==> src/rtl/seq_multiplier.sv <==
// Iterative 32x32 shift-add multiplier for the RV32 M multiply group.
// One product bit per cycle through the shared ripple-carry adder; fixed 34-cycle latency.
module seq_multiplier (
    input  logic        clk,
    input  logic        rst_n,
    input  logic        start_i,
    input  logic [1:0]  op_i,
    input  logic [31:0] a_i,
    input  logic [31:0] b_i,
    input  logic        kill_i,
    output logic        ready_o,
    output logic        busy_o,
    output logic        done_o,
    output logic [31:0] result_o
);

    typedef enum logic [1:0] {
        S_IDLE,
        S_PREP,
        S_MUL,
        S_FIX
    } state_t;

    state_t      state, state_next;
    logic [1:0]  opcode;
    logic        sign_fix;
    logic [31:0] mcand;
    logic [31:0] hi;
    logic [31:0] lo;
    logic [5:0]  cnt;

    logic        a_signed;
    logic        b_signed;
    logic [31:0] addend;
    logic [32:0] sum_carry;
    logic [63:0] product;
    logic [63:0] fixed;

    assign a_signed  = (opcode == 2'b01) || (opcode == 2'b10);
    assign b_signed  = (opcode == 2'b01);
    assign addend    = lo[0] ? mcand : 32'd0;
    assign sum_carry = {1'b0, hi} + {1'b0, addend};
    assign product   = {hi, lo};
    assign fixed     = sign_fix ? (~product + 64'd1) : product;

    assign ready_o = (state == S_IDLE);
    assign busy_o  = (state != S_IDLE);

    always_ff @(posedge clk or negedge rst_n) begin
        if (!rst_n) begin
            state <= S_IDLE;
        end else begin
            state <= state_next;
        end
    end

    always_comb begin
        state_next = state;
        case (state)
            S_IDLE:  if (start_i) state_next = S_PREP;
            S_PREP:  state_next = S_MUL;
            S_MUL:   if (cnt == 6'd31) state_next = S_FIX;
            S_FIX:   state_next = S_IDLE;
            default: state_next = S_IDLE;
        endcase
        if (kill_i && state != S_IDLE) begin
            state_next = S_IDLE;
        end
    end

    // Operands are latched straight into mcand/lo and converted to magnitudes in place during PREP.
    always_ff @(posedge clk or negedge rst_n) begin
        if (!rst_n) begin
            opcode   <= 2'b00;
            sign_fix <= 1'b0;
            mcand    <= 32'd0;
            hi       <= 32'd0;
            lo       <= 32'd0;
            cnt      <= 6'd0;
            result_o <= 32'd0;
            done_o   <= 1'b0;
        end else begin
            done_o <= 1'b0;
            if (!(kill_i && state != S_IDLE)) begin
                case (state)
                    S_IDLE: begin
                        if (start_i) begin
                            opcode <= op_i;
                            mcand  <= a_i;
                            lo     <= b_i;
                        end
                    end
                    S_PREP: begin
                        mcand    <= (a_signed && mcand[31]) ? (~mcand + 32'd1) : mcand;
                        lo       <= (b_signed && lo[31]) ? (~lo + 32'd1) : lo;
                        sign_fix <= (a_signed & mcand[31]) ^ (b_signed & lo[31]);
                        hi       <= 32'd0;
                        cnt      <= 6'd0;
                    end
                    S_MUL: begin
                        {hi, lo} <= {sum_carry, lo[31:1]};
                        cnt      <= cnt + 6'd1;
                    end
                    S_FIX: begin
                        result_o <= (opcode == 2'b00) ? fixed[31:0] : fixed[63:32];
                        done_o   <= 1'b1;
                    end
                    default: ;
                endcase
            end
        end
    end

endmodule

==> config.mk <==
export PLATFORM = sky130hd
export DESIGN_NAME = seq_multiplier
export DESIGN_NICKNAME = d
export VERILOG_FILES = /design/src/rtl/seq_multiplier.sv
export SDC_FILE = /design/constraint.sdc
export NUM_CORES = 1
export LEC_CHECK = 0
export ABC_AREA = 1
export BUFFER_PORTS_ARGS = -buffer_cell sky130_fd_sc_hd__buf_2
export CORE_UTILIZATION = 60
export DETAILED_ROUTE_END_ITERATION = 6
export GPL_TIMING_DRIVEN = 0
export PLACE_DENSITY = 0.8
export REMOVE_ABC_BUFFERS = 1
export SLEW_MARGIN = 25
export SYNTH_ARGS = -nofsm -noshare
export SYNTH_HDL_FRONTEND = slang
export SYNTH_SLANG_ARGS = --single-unit
==> constraint.sdc <==
create_clock -name clk -period 6.63 [get_ports clk]
set_input_delay 0.663 -clock clk [delete_from_list [all_inputs] [get_ports clk]]
set_output_delay 0.663 -clock clk [all_outputs]
set_load 0.05 [all_outputs]
Word level (Yosys, flattened, before mapping)
Index checks and enable logic that the tools add are counted.
{"block": "op_classes", "n_addsub": 5, "bitwise_logic": 7, "div_mod_pow": 0, "eq_ne": 11, "n_shift": 0, "n_mux": 17, "n_lt_le_gt_ge": 0, "reduce_logical": 17, "mul": 0}
{"op": "32-bit two-way mux", "n": 6}
{"op": "32-bit one-hot mux with 2 select lines", "n": 2}
{"op": "32-bit one-hot mux with 3 select lines", "n": 1}
{"op": "32-bit by 1-bit adder with 32-bit output, second input constant", "n": 2}
{"op": "64-bit by 1-bit adder with 64-bit output, second input constant", "n": 1}
{"op": "64-bit two-way mux", "n": 1}
{"op": "32-bit inverter", "n": 2}
{"op": "64-bit inverter", "n": 1}
{"op": "32-bit by 32-bit adder with 33-bit output", "n": 1}
{"op": "6-bit one-hot mux with 2 select lines", "n": 1}
{"op": "2-bit one-hot mux with 4 select lines", "n": 1}
{"op": "2-bit AND reduction", "n": 4}
{"op": "4-bit AND reduction", "n": 2}
{"op": "6-bit by 1-bit adder with 6-bit output, second input constant", "n": 1}
{"op": "2-bit equality test, second input constant", "n": 3}
{"op": "6-bit by 5-bit equality test with 1-bit output, second input constant", "n": 1}
{"op": "2-bit two-way mux", "n": 3}
{"op": "2-bit != test, second input constant", "n": 3}
{"op": "2-bit nonzero test", "n": 3}
{"op": "2-bit by 1-bit equality test with 1-bit output, second input constant", "n": 2}
{"op": "2-bit logical NOT", "n": 2}
{"op": "1-bit logical AND", "n": 3}
{"op": "3-bit by 2-bit != test with 1-bit output, second input constant", "n": 1}
{"op": "3-bit != test, second input constant", "n": 1}
{"op": "other kinds (7)", "n": 9}
{"block": "word_totals", "reg_bits": 140, "mem_bits_ro": 0, "inputBits": 70, "ramBits": 0, "latchBits": 0, "wordCells": 66, "output_inout_bits": 35, "n_memories": 0}

Longest topological paths before layout
{"block": "depth", "word_depth": 5, "depth_mapped": 18, "depth_no_buf": 17}

Worst setup path before layout
No wires, ideal clock.
{"block": "synth_timing", "kind": "register to register", "from": "reg state[0]", "to": "reg mcand[1]", "setup_time_ns": 0.130, "period_less_slack_ns": 2.356, "setup_slack_ns": 4.274, "n_path_buf": 2, "arrival_ns": 2.225, "required_ns": 6.500, "path_stages_with_launch": 12, "path_cell_list": "dfrtp_1 > inv_1 > ha_1 > inv_2 > nand2_1 > o21ai_1 > a21oi_1 > o21ai_1 > inv_2 > buf_2 > buf_2 > a31oi_1"}
{"block": "synth_via", "elab_cells_between_ends": 10, "classes_between": "eq/ne: 3; mux: 1; bitwise: 1; reduce/logical: 5"}
{"item": "start: declaration", "line_no": "24", "text": "state_t state, state_next;"}
{"item": "start signal: assignment", "line_no": "53", "text": "state <= state_next;"}
{"item": "2-bit logical NOT (*)"}
{"item": "net ready_o", "line_no": "11", "text": "output logic ready_o,"}
{"item": "2-bit != test (no source line) or 2-bit nonzero test (tied branches)"}
{"item": "4-bit AND reduction (no source line)"}
{"item": "end signal: assignment", "line_no": "89", "text": "mcand <= a_i;"}
{"item": "end signal: assignment", "line_no": "94", "text": "mcand <= (a_signed && mcand[31]) ? (~mcand + 32'd1) : mcand;"}
{"item": "end: declaration", "line_no": "27", "text": "logic [31:0] mcand;"}
The timed path passes the listed nets; every way through them passes the cells marked *.
A chain may end at the register's enable or synchronous reset.

Worst setup path after layout
{"block": "layout_timing", "from": "reg state[1]", "to": "reg hi[4]"}
{"block": "layout_via", "elab_chain_cells": 4, "elab_cells_between_ends": 8, "classes_between": "eq/ne: 2; mux: 1; bitwise: 1; reduce/logical: 4"}
{"item": "branches (longest 4 deep; another with 2-bit equality test)"}
{"item": "end signal: assignment", "line_no": "101", "text": "{hi, lo} <= {sum_carry, lo[31:1]};"}
{"item": "end: declaration", "line_no": "28", "text": "logic [31:0] hi;"}
Parallel ways; which one is timed is not known.

==> impl_metrics.tcl <==
set metrics [dict create \
    post_synthesis_average_cell_area_sq_um 6.22 \
    cts_tree "done" \
    die_area_sq_um 20600 \
    layout-drive-gt1-share 0.107 \
    yosysMostFrequentCell "nand2_1" \
    max_slew.worst_pin.slew_ns 1.07 \
    synth_edf_count 0 \
    post-route-drc-count 0 \
    critical_path_class "reg -> reg" \
    vias_per_cell 5.92 \
    synth_largest_area_cell "dfrtp_1" \
    synth.top_cells.by_count "491 x nand2_1, 257 x nor2_1, 226 x inv_1, 178 x a21oi_1, 160 x nand3_1" \
    fin_nets 2104 \
    critical_path_peak_fanout 43 \
    peakVddDrop_mv 0.520 \
    clk_path_buf_depth 2 \
    wirelength_mm 40.3 \
    fp.dieH_microns 144 \
    via_count 13400 \
    grt_pass1_wl_mm 63.7 \
    num_antenna_cells 0 \
    power_density_nw_per_um2 604 \
    cp-end-kind "register" \
    final-setup-viol-count 0 \
    detailedPlacementHpwl_mm 30.0 \
    crit_path_start_kind "register" \
    fmaxAchievable_mhz 220 \
    gpl_congestion 0.995 \
    portBuffers 104 \
    cts.htree.levels 4 \
    numPlacedInstances 2238 \
    run_status "finished clean" \
    layout-area-overhead-vs-synth_pct 10.9 \
    synth.cell_area_sq_um 12000 \
    timing.critical_path.required_ns 6.99 \
    grt_max_degree 89 \
    clkTransAtPathRegs_ns 0.07 \
    synthesis.yosys.warnings 0 \
    drt.antenna.violating_nets 0 \
    critPathArrivalTime_ns 4.90 \
    layout.area.seq_sq_um 3510 \
    max_cap_violations 0 \
    wl_per_cell_microns 17.8 \
    max_slew_margin 0.285 \
    rows 51 \
    cts.sink_count 140 \
    grt_setup_unrepaired "false" \
    fin_worst_skew_ns 0.0142 \
    worstHoldPathType "in -> async" \
    clock_insertion_delay_worst_skew_ns 0.44 \
    final_min_period_over_clock_period 0.686 \
    report.final.slew_viol_count 0 \
    start_util 0.616 \
    leftover_overflow_at_the_end_of_global_routing 0 \
    postCtsResizedCells 0 \
    seq_area_frac_synth 0.291 \
    synth_cell_types 50 \
    finalWorstPathRequiredPeriod_ns 4.55 \
    chipWidth_microns 144 \
    cts.repair_timing.setup_buffer_count 0 \
    multiInputGateArea_sq_um 7340 \
    cts-root-buf "clkbuf_16" \
    synth.ff_latch_count 140 \
    netlist.area_leader.share 0.291 \
    cts_buffers 17 \
    holdBufCountCts 0 \
    power.leakage_nw 6.68 \
    drt_pre_antenna_iters 5 \
    core_sq_um 19500 \
    synthArstFlopShare 1.00 \
    nFillCells 1738 \
    ioPinCount 105 \
    finalHoldViolCount 0 \
    grt_pass1_vias 12500 \
    post_synth_inst_count 1932 \
    synth.area.top_cells "dfrtp_1 29%, nand2_1 15%, nor2_1 8.0%" \
    fin_util 0.683 \
    drt-initial-drc-count 1278 \
    groute.usage.overall 0.402 \
    finalNonFillerCells 2270 \
    regToRegSetupSlack_ns 2.08 \
    postSynth.topFlopCell "dfrtp_1" \
    antenna_violations_before_repair 0 \
]
## layout by cell type (no fill, tap or decap), types with 3 or more instances in the layout
cell type and count:
nor3_1 16, nor4_1 3, nor3b_1 3, nand4_1 17, o221ai_1 5, nand2_4 6, o22ai_1 26, nand3b_1 5
o21ai_2 3, nand3_2 3, inv_1 225, buf_2 103, nand3_1 160, and2_1 3, dfrtp_1 138, o21ai_0 159
clkinvlp_4 3, ha_1 38, nor2_4 10, o21a_1 3, o21ai_1 3, inv_8 3, xor2_1 22, o21bai_1 3
clkbuf_16 17, a21boi_0 4, nor2_1 256, or2_2 3, buf_16 3, inv_2 10, nand2_1 490, o211ai_1 19
nor2_2 15, nand2_2 11, ha_2 3, a31oi_1 6, inv_6 5, a21oi_1 178
## critical path: stages (launching register included)
cell and delay (ns):
dfrtp_1 0.40, inv_1 0.09, ha_2 0.88, inv_1 0.74
nor2_2 0.91, nand2_1 0.55, inv_2 0.54, o21ai_0 0.17
o22ai_1 0.15
## report_power, final
group          total [mW]  internal (mW)  switching, mW
sequential           1.82           1.28          0.542
clock                1.01          0.569          0.445
combinational        5.22           1.55           3.67
## sequential cells by signal, indices dropped and copies added (netlist names)
register,flops
mcand,32
lo,32
cnt,6
result_o,32
sign_fix,1
opcode,2
state,2
hi,32
done_o,1
## final cells by class
cell class	count	area share
clock buffers	17	0.0319
clock inverters	15	0.0133
inverters	237	0.0670
multi-input cells	1487	0.551
flip-flops and latches	140	0.263
well taps	265	0.0249
repair buffers	109	0.0490
## routing by layer
layer,up-vias,part of all wire,wire length (microns),track usage
li1,6459,-,-,-
met1,6146,0.39,15900,0.481
met3,141,0.078,3130,0.0646
met4,0,0.055,2200,0.240
met5,-,0,0,0
met2,686,0.47,19100,0.680
## cell families after synthesis
group | count (synthesis) | synth area share
XOR/XNOR | 24 | 0.0181
adder cells (fa/ha/maj) | 42 | 0.0443
AO/OA/AOI/OAI | 416 | 0.187
flip-flops | 140 | 0.291
AND/OR/NAND/NOR | 1005 | 0.360
buffers and inverters | 305 | 0.0998
## metrics by stage
step                hold slack (ns)  worst slack, ns  TNS (ns)  total power, mW  area [sq um]
floorplan                     0.367             2.27         0             5.34         11700
global placement              0.461           -0.456     -4.95             6.71         12600
detailed placement            0.472             2.16         0             6.90         12700
CTS                           0.149             2.14         0             7.92         13300
global route                  0.169             1.87         0             8.67         13300
finish                        0.121             2.08         0             8.05         13300
## worst paths after layout
check	from	to	depth (start not counted)
worst max-delay path	state[1]	hi[4]	8
worst min-delay path	rst_n	result_o[4]	1
worst max register to register	state[1]	hi[4]	8
worst min register to register	result_o[0]	result_o[0]	2
max in group asynchronous	rst_n	sign_fix	2
min in group clk	b_i[5]	lo[5]	3
No activity file was read; power rests on OpenSTA's default activity.
